===== src/rtl/riscy_pkg.sv =====
// Shared definitions for the integer decode/operand-fetch slice:
// datapath width, opcode/funct encodings and the decoded-operation record.
package riscy_pkg;

   localparam int XLEN = 32;
   localparam int NREG = 32;

   localparam logic [6:0] OPC_OP     = 7'b0110011;
   localparam logic [6:0] OPC_OP_IMM = 7'b0010011;

   localparam logic [2:0] F3_ADD  = 3'b000;
   localparam logic [2:0] F3_SLL  = 3'b001;
   localparam logic [2:0] F3_SLT  = 3'b010;
   localparam logic [2:0] F3_SLTU = 3'b011;
   localparam logic [2:0] F3_XOR  = 3'b100;
   localparam logic [2:0] F3_SR   = 3'b101;
   localparam logic [2:0] F3_OR   = 3'b110;
   localparam logic [2:0] F3_AND  = 3'b111;

   localparam logic [6:0] F7_BASE = 7'b0000000;
   localparam logic [6:0] F7_ALT  = 7'b0100000;

   // Decoded operation as held in the output register. The source indices
   // and the rs2_is_reg flag let a stalled operation pick up late writebacks;
   // they are zero whenever the operand did not come from the register file.
   typedef struct packed {
      logic [XLEN-1:0] rs1;
      logic [XLEN-1:0] rs2;
      logic [2:0]      funct3;
      logic            funct7;
      logic [4:0]      rd;
      logic            illegal;
      logic [4:0]      rs1_src;
      logic [4:0]      rs2_src;
      logic            rs2_is_reg;
   } dec_op_t;

endpackage


===== src/rtl/id_stage_regfile.sv =====
// Architectural register file: two combinational read ports, one write port.
// x0 reads as zero and ignores writes; a read of the register being written
// in the same cycle returns the incoming write data (write-first).
module regfile
   import riscy_pkg::*;
#(
   parameter int W = XLEN,
   parameter int N = NREG
) (
   input  logic                 clk,
   input  logic                 rst_n,
   input  logic                 we,
   input  logic [$clog2(N)-1:0] waddr,
   input  logic [W-1:0]         wdata,
   input  logic [$clog2(N)-1:0] raddr1,
   input  logic [$clog2(N)-1:0] raddr2,
   output logic [W-1:0]         rdata1,
   output logic [W-1:0]         rdata2
);

   logic [W-1:0] regs_reg [N];

   generate
      for (genvar gi = 0; gi < N; gi++) begin : g_reg
         if (gi == 0) begin : g_zero
            assign regs_reg[gi] = '0;
         end else begin : g_store
            // One storage register; cleared on reset, written when addressed.
            always_ff @(posedge clk or negedge rst_n) begin
               if (!rst_n)
                  regs_reg[gi] <= '0;
               else if (we && (waddr == gi[$clog2(N)-1:0]))
                  regs_reg[gi] <= wdata;
            end
         end
      end
   endgenerate

   // Read ports with write-first forwarding; index 0 is always zero.
   always_comb begin
      rdata1 = '0;
      rdata2 = '0;
      if (raddr1 != '0)
         rdata1 = (we && waddr == raddr1) ? wdata : regs_reg[raddr1];
      if (raddr2 != '0)
         rdata2 = (we && waddr == raddr2) ? wdata : regs_reg[raddr2];
   end

endmodule


===== src/rtl/id_stage.sv =====
// Decode/operand-fetch stage for OP and OP-IMM integer instructions.
// Reads operands from the integrated register file (with writeback bypass)
// and holds the decoded operation in a one-entry valid/ready output register.
module id_stage
   import riscy_pkg::*;
(
   input  logic            clk,
   input  logic            rst_n,
   input  logic            in_valid,
   output logic            in_ready,
   input  logic [31:0]     in_instr,
   input  logic            wb_en,
   input  logic [4:0]      wb_addr,
   input  logic [XLEN-1:0] wb_data,
   output logic            out_valid,
   input  logic            out_ready,
   output logic [XLEN-1:0] out_rs1,
   output logic [XLEN-1:0] out_rs2,
   output logic [2:0]      out_funct3,
   output logic            out_funct7,
   output logic [4:0]      out_rd,
   output logic            out_illegal
);

   logic [6:0]      opcode;
   logic [2:0]      f3;
   logic [6:0]      f7;
   logic [4:0]      rs1_idx;
   logic [4:0]      rs2_idx;
   logic [XLEN-1:0] rdata1;
   logic [XLEN-1:0] rdata2;
   logic            accept;
   logic            shift_imm;

   dec_op_t dec;
   dec_op_t op_reg;
   dec_op_t op_next;
   logic    valid_reg;
   logic    valid_next;

   assign opcode  = in_instr[6:0];
   assign f3      = in_instr[14:12];
   assign f7      = in_instr[31:25];
   assign rs1_idx = in_instr[19:15];
   assign rs2_idx = in_instr[24:20];

   assign in_ready = !valid_reg || out_ready;
   assign accept   = in_valid && in_ready;
   assign shift_imm = (f3 == F3_SLL) || (f3 == F3_SR);

   regfile #(.W(XLEN), .N(NREG)) u_regfile (
      .clk    (clk),
      .rst_n  (rst_n),
      .we     (wb_en),
      .waddr  (wb_addr),
      .wdata  (wb_data),
      .raddr1 (rs1_idx),
      .raddr2 (rs2_idx),
      .rdata1 (rdata1),
      .rdata2 (rdata2)
   );

   // Decode the incoming instruction; unsupported encodings zero everything
   // except rd and raise illegal.
   always_comb begin
      dec         = '0;
      dec.rd      = in_instr[11:7];
      dec.illegal = 1'b1;
      if (opcode == OPC_OP) begin
         if (f7 == F7_BASE || (f7 == F7_ALT && (f3 == F3_ADD || f3 == F3_SR))) begin
            dec.illegal    = 1'b0;
            dec.rs1        = rdata1;
            dec.rs2        = rdata2;
            dec.funct3     = f3;
            dec.funct7     = in_instr[30];
            dec.rs1_src    = rs1_idx;
            dec.rs2_src    = rs2_idx;
            dec.rs2_is_reg = (rs2_idx != 5'd0);
         end
      end else if (opcode == OPC_OP_IMM) begin
         if (!shift_imm) begin
            dec.illegal = 1'b0;
            dec.rs1     = rdata1;
            dec.rs2     = {{(XLEN-12){in_instr[31]}}, in_instr[31:20]};
            dec.funct3  = f3;
            dec.rs1_src = rs1_idx;
         end else if (f7 == F7_BASE || (f7 == F7_ALT && f3 == F3_SR)) begin
            dec.illegal = 1'b0;
            dec.rs1     = rdata1;
            dec.rs2     = {{(XLEN-5){1'b0}}, rs2_idx};
            dec.funct3  = f3;
            dec.funct7  = (f3 == F3_SR) ? in_instr[30] : 1'b0;
            dec.rs1_src = rs1_idx;
         end
      end
   end

   // Output register next state: load on accept, drain on consume, and
   // refresh held register operands from writebacks while stalled.
   always_comb begin
      op_next    = op_reg;
      valid_next = valid_reg;
      if (accept) begin
         op_next    = dec;
         valid_next = 1'b1;
      end else if (valid_reg && out_ready) begin
         valid_next = 1'b0;
      end else if (valid_reg && wb_en && wb_addr != 5'd0) begin
         if (wb_addr == op_reg.rs1_src)
            op_next.rs1 = wb_data;
         if (op_reg.rs2_is_reg && wb_addr == op_reg.rs2_src)
            op_next.rs2 = wb_data;
      end
   end

   // Output register state; reset discards any held operation.
   always_ff @(posedge clk or negedge rst_n) begin
      if (!rst_n) begin
         op_reg    <= '0;
         valid_reg <= 1'b0;
      end else begin
         op_reg    <= op_next;
         valid_reg <= valid_next;
      end
   end

   assign out_valid   = valid_reg;
   assign out_rs1     = op_reg.rs1;
   assign out_rs2     = op_reg.rs2;
   assign out_funct3  = op_reg.funct3;
   assign out_funct7  = op_reg.funct7;
   assign out_rd      = op_reg.rd;
   assign out_illegal = op_reg.illegal;

endmodule

===== config.mk =====
export PLATFORM = sky130hd
export DESIGN_NAME = id_stage
export DESIGN_NICKNAME = d
export VERILOG_FILES = /design/src/rtl/riscy_pkg.sv /design/src/rtl/id_stage_regfile.sv /design/src/rtl/id_stage.sv
export SDC_FILE = /design/constraint.sdc
export NUM_CORES = 2
export LEC_CHECK = 0
export BUFFER_PORTS_ARGS = -buffer_cell sky130_fd_sc_hd__buf_2
export CAP_MARGIN = 0
export CORE_UTILIZATION = 57
export DETAILED_ROUTE_END_ITERATION = 6
export MAX_ROUTING_LAYER = met4
export PLACE_DENSITY_LB_ADDON = 0.3
export SLEW_MARGIN = 30
export SYNTH_ARGS = -nofsm -noshare
export SYNTH_HDL_FRONTEND = slang
export SYNTH_SLANG_ARGS = --single-unit

===== constraint.sdc =====
create_clock -name clk -period 1.9 [get_ports clk]
set_clock_uncertainty 0.1 [all_clocks]
set_input_delay 0.57 -clock clk [delete_from_list [all_inputs] [get_ports clk]]
set_output_delay 0.57 -clock clk [all_outputs]
set_load 0.02 [all_outputs]

==> results.sh <==
export IMPL_ys_types=82
export IMPL_grt_start_max_net_pins=75
export IMPL_status="finished with violations"
export IMPL_arrival_ns=3.00
export IMPL_antenna_found_initial=16
export IMPL_peakVddDrop_mv=0.783
export IMPL_clkLatencyLatePin_ns=0.73
export IMPL_synth_warnings=0
export IMPL_die_h_um=323
export IMPL_muxShareOfSynthArea_pct=37.9
export IMPL_start_kind="flip-flop"
export IMPL_finalSetupViolations=160
export IMPL_fin_tns_setup_ns=-31.58
export IMPL_cp_required_ns=2.45
export IMPL_clock_path_buffers=3
export IMPL_nNetsFinal=5340
export IMPL_rsz0062_at_grt="true"
export IMPL_mostFrequentLayoutCell="dfrtp_1"
export IMPL_syn_to_final_growth_pct=31.1
export IMPL_crit_fanout=2
export IMPL_drc=4
export IMPL_yosys_area_share_simple_pct=4.08
export IMPL_worst_slack_ns=-0.551
export IMPL_timing_final_crit_share_pct=129
export IMPL_synth_ff_type="dfrtp_1"
export IMPL_fill_cells=5569
export IMPL_synth_cells=4369
export IMPL_synth_top_family_by_area="multiplexers"
export IMPL_core_area_um2=102000
export IMPL_cts_sinks=1078
export IMPL_port_buffers=149
export IMPL_fmaxAchievable_ghz=0.408
export IMPL_dieArea_um2=104000
export IMPL_stdcell_area_um2=76800
export IMPL_ios=150
export IMPL_mostFrequentLayoutCells="1068 x dfrtp_1, 881 x buf_4, 851 x mux2_2"
export IMPL_ys_seq_area_share_pct=46.0
export IMPL_hp_class="input pin to flip-flop"
export IMPL_hpwlAfterDp_um=144000
export IMPL_routedWlPerCell_um=34.6
export IMPL_yosys_area_share_xor_xnor_pct=0.314
export IMPL_ant_nets=0
export IMPL_routabilityCongestion=0.991
export IMPL_worstMarginPinSlew_ns=0.842
export IMPL_worstSetupEndpointType="flip-flop"
export IMPL_wl_um=234000
export IMPL_overflow=0
export IMPL_vias=48962
export IMPL_drive_above_1_share_pct=57.7
export IMPL_hold_viol=0
export IMPL_path_clk_slew_ns=0.07
export IMPL_drv_slew=0
export IMPL_drtPass1Iterations=7
export IMPL_die_width_um=323
export IMPL_vias_per_cell=7.25
export IMPL_cts_buffers=111
export IMPL_reg2reg_slack_ns=-0.55
export IMPL_grt_usage_pct=43.9
export IMPL_initial_utilization_pct=57.5
export IMPL_violations="DRC, setup timing"
export IMPL_leakage_nw=34.7
export IMPL_syn_mean_instance_area_um2=13.4
export IMPL_placed_area_um2=69100
export IMPL_period_minus_slack_ns=2.45
export IMPL_drt_initial_drc_count=7537
export IMPL_largest_reg_flops=992
export IMPL_ys_seq_elements=1078
export IMPL_maxSlewHeadroom_pct=43.5
export IMPL_maxCapViolCount=0
export IMPL_grt_pass1_wl_um=324000
export IMPL_synth_fa_ha_area_share_pct=0
export IMPL_cts_root_buf="clkbuf_16"
export IMPL_worstSetupPathType="flip-flop to flip-flop"
export IMPL_netlist_area_um2=58600
export IMPL_synth_edf_count=0
export IMPL_p_per_area_nw_per_um2=961
export IMPL_synth_compound_area_share_pct=7.24
export IMPL_async_flop_share_pct=100
export IMPL_rows=117
export IMPL_synth_net_count=4443
export IMPL_grt_pass1_vias=48525
export IMPL_cts_htree_levels=3
export IMPL_tritoncts="done"
==> cells in the mapped netlist (all sizes together), types with 4 or more instances <==
cell type	n	area (um2)
dfrtp	1078	27000
mux2	1024	11500
mux4	357	8040
clkbuf	289	1080
mux2i	262	2620
buf	230	1510
nand2	177	672
nor2	114	435
o21ai	113	569
a22oi	92	691
o22ai	91	638
a21oi	82	410
nor3	45	236
a221oi	32	280
a22o	32	280
a211oi	28	210
nand3	28	140
nor4	27	169
nor2b	23	144
o211ai	23	178
and2	21	131
a221o	20	200
o31ai	18	220
a31oi	16	100
xnor2	16	140
nand2b	12	75.1
a21boi	10	75.1
inv	9	33.8
nand4	9	56.3
and3	8	50.1
or2	6	37.5
nor3b	5	37.5
xor2	5	43.8
a2111oi	4	35.0
a211o	4	35.0
nand4b	4	50.1
o211a	4	40.0
o2bb2ai	4	35.0
or3	4	25.0
==> layer usage <==
metal	vias to the layer above	track usage [%]	wire length [um]
met3	1484	14.2	34500
met5	-	-	0
met4	0	26.9	19300
met1	24653	55.2	80600
li1	18411	-	-
met2	4414	61.7	99200
==> power breakdown <==
part / internal (W) / total [W] / switching (W)
logic: 0.0109 / 0.0192 / 0.00833
clock network: 0.0141 / 0.0239 / 0.00982
registers: 0.0272 / 0.0307 / 0.00345
==> area by class of cell <==
class / instances / area, um2 / share of cell area, %
Multi-Input combinational cell: 2762 / 31100 / 40.4
Sequential cell: 1078 / 27000 / 35.1
Timing Repair Buffer: 1302 / 13000 / 16.9
Clock buffer: 173 / 3450 / 4.49
Tap cell: 1368 / 1710 / 2.23
Clock inverter: 36 / 518 / 0.674
Antenna cell: 27 / 67.6 / 0.0879
Inverter: 11 / 43.8 / 0.0570
==> metrics by stage <==
| step | total power, W | worst slack, ns | utilization [%] | instances | hold slack (ns) |
|---|---|---|---|---|---|
| final | 0.0738 | -0.551 | 75.4 | 6757 | 0.128 |
| after global routing | 0.0757 | -0.515 | 75.4 | 6757 | 0.153 |
| after CTS | 0.0720 | -0.454 | 74.3 | 6678 | 0.0851 |
| after detailed placement | 0.0476 | -1.38 | 67.8 | 6356 | 0.358 |
| after global placement | 0.0468 | -1.33 | 67.8 | 6356 | 0.353 |
| after floorplan | 0.0403 | -0.591 | - | 4369 | 0.174 |
==> path summary, 6_finish.rpt <==
kind                                                      from                             endpoint  depth (start not counted)
hold / removal                                     wb_data[19]  u_regfile.regs_reg[787]$_DFFE_PN0P_                          2
max in group asynchronous                                rst_n              out_rs2[14]$_DFFE_PN0P_                          4
min in group asynchronous                                rst_n  u_regfile.regs_reg[189]$_DFFE_PN0P_                          2
setup / recovery           u_regfile.regs_reg[563]$_DFFE_PN0P_              out_rs1[19]$_DFFE_PN0P_                          7
setup reg to reg           u_regfile.regs_reg[563]$_DFFE_PN0P_              out_rs1[19]$_DFFE_PN0P_                          7
hold reg to reg            u_regfile.regs_reg[424]$_DFFE_PN0P_  u_regfile.regs_reg[424]$_DFFE_PN0P_                          2
==> worst max-delay path: stages (launching register included) <==
cell and delay [ns]:
dfrtp_1 0.40, mux4_2 0.29, and2_1 0.17, a211oi_2 0.06, buf_4 0.15, nor3_1 0.69
a31oi_1 0.31, o22ai_2 0.20
==> cell families (layout without fill, tap and decap cells) <==
logic type / Yosys count / count (layout)
other: 0 / 27
buffers and inverters: 530 / 1522
DFF: 1078 / 1078
AOI/OAI and AO/OA: 600 / 600
xor gates and xnor gates: 21 / 21
muxes: 1643 / 1643
and+or+nand+nor: 497 / 498
==> what timing repair did <==
action	CTS	global route
hold buffers	7	0
endpoints found under the setup margin	153	155
pin swaps	55	74
resized for setup	353	152
endpoints found under the hold margin	98	0
cloned	13	3
buffers inserted	95	61
Power figures use the tool's default switching activity.
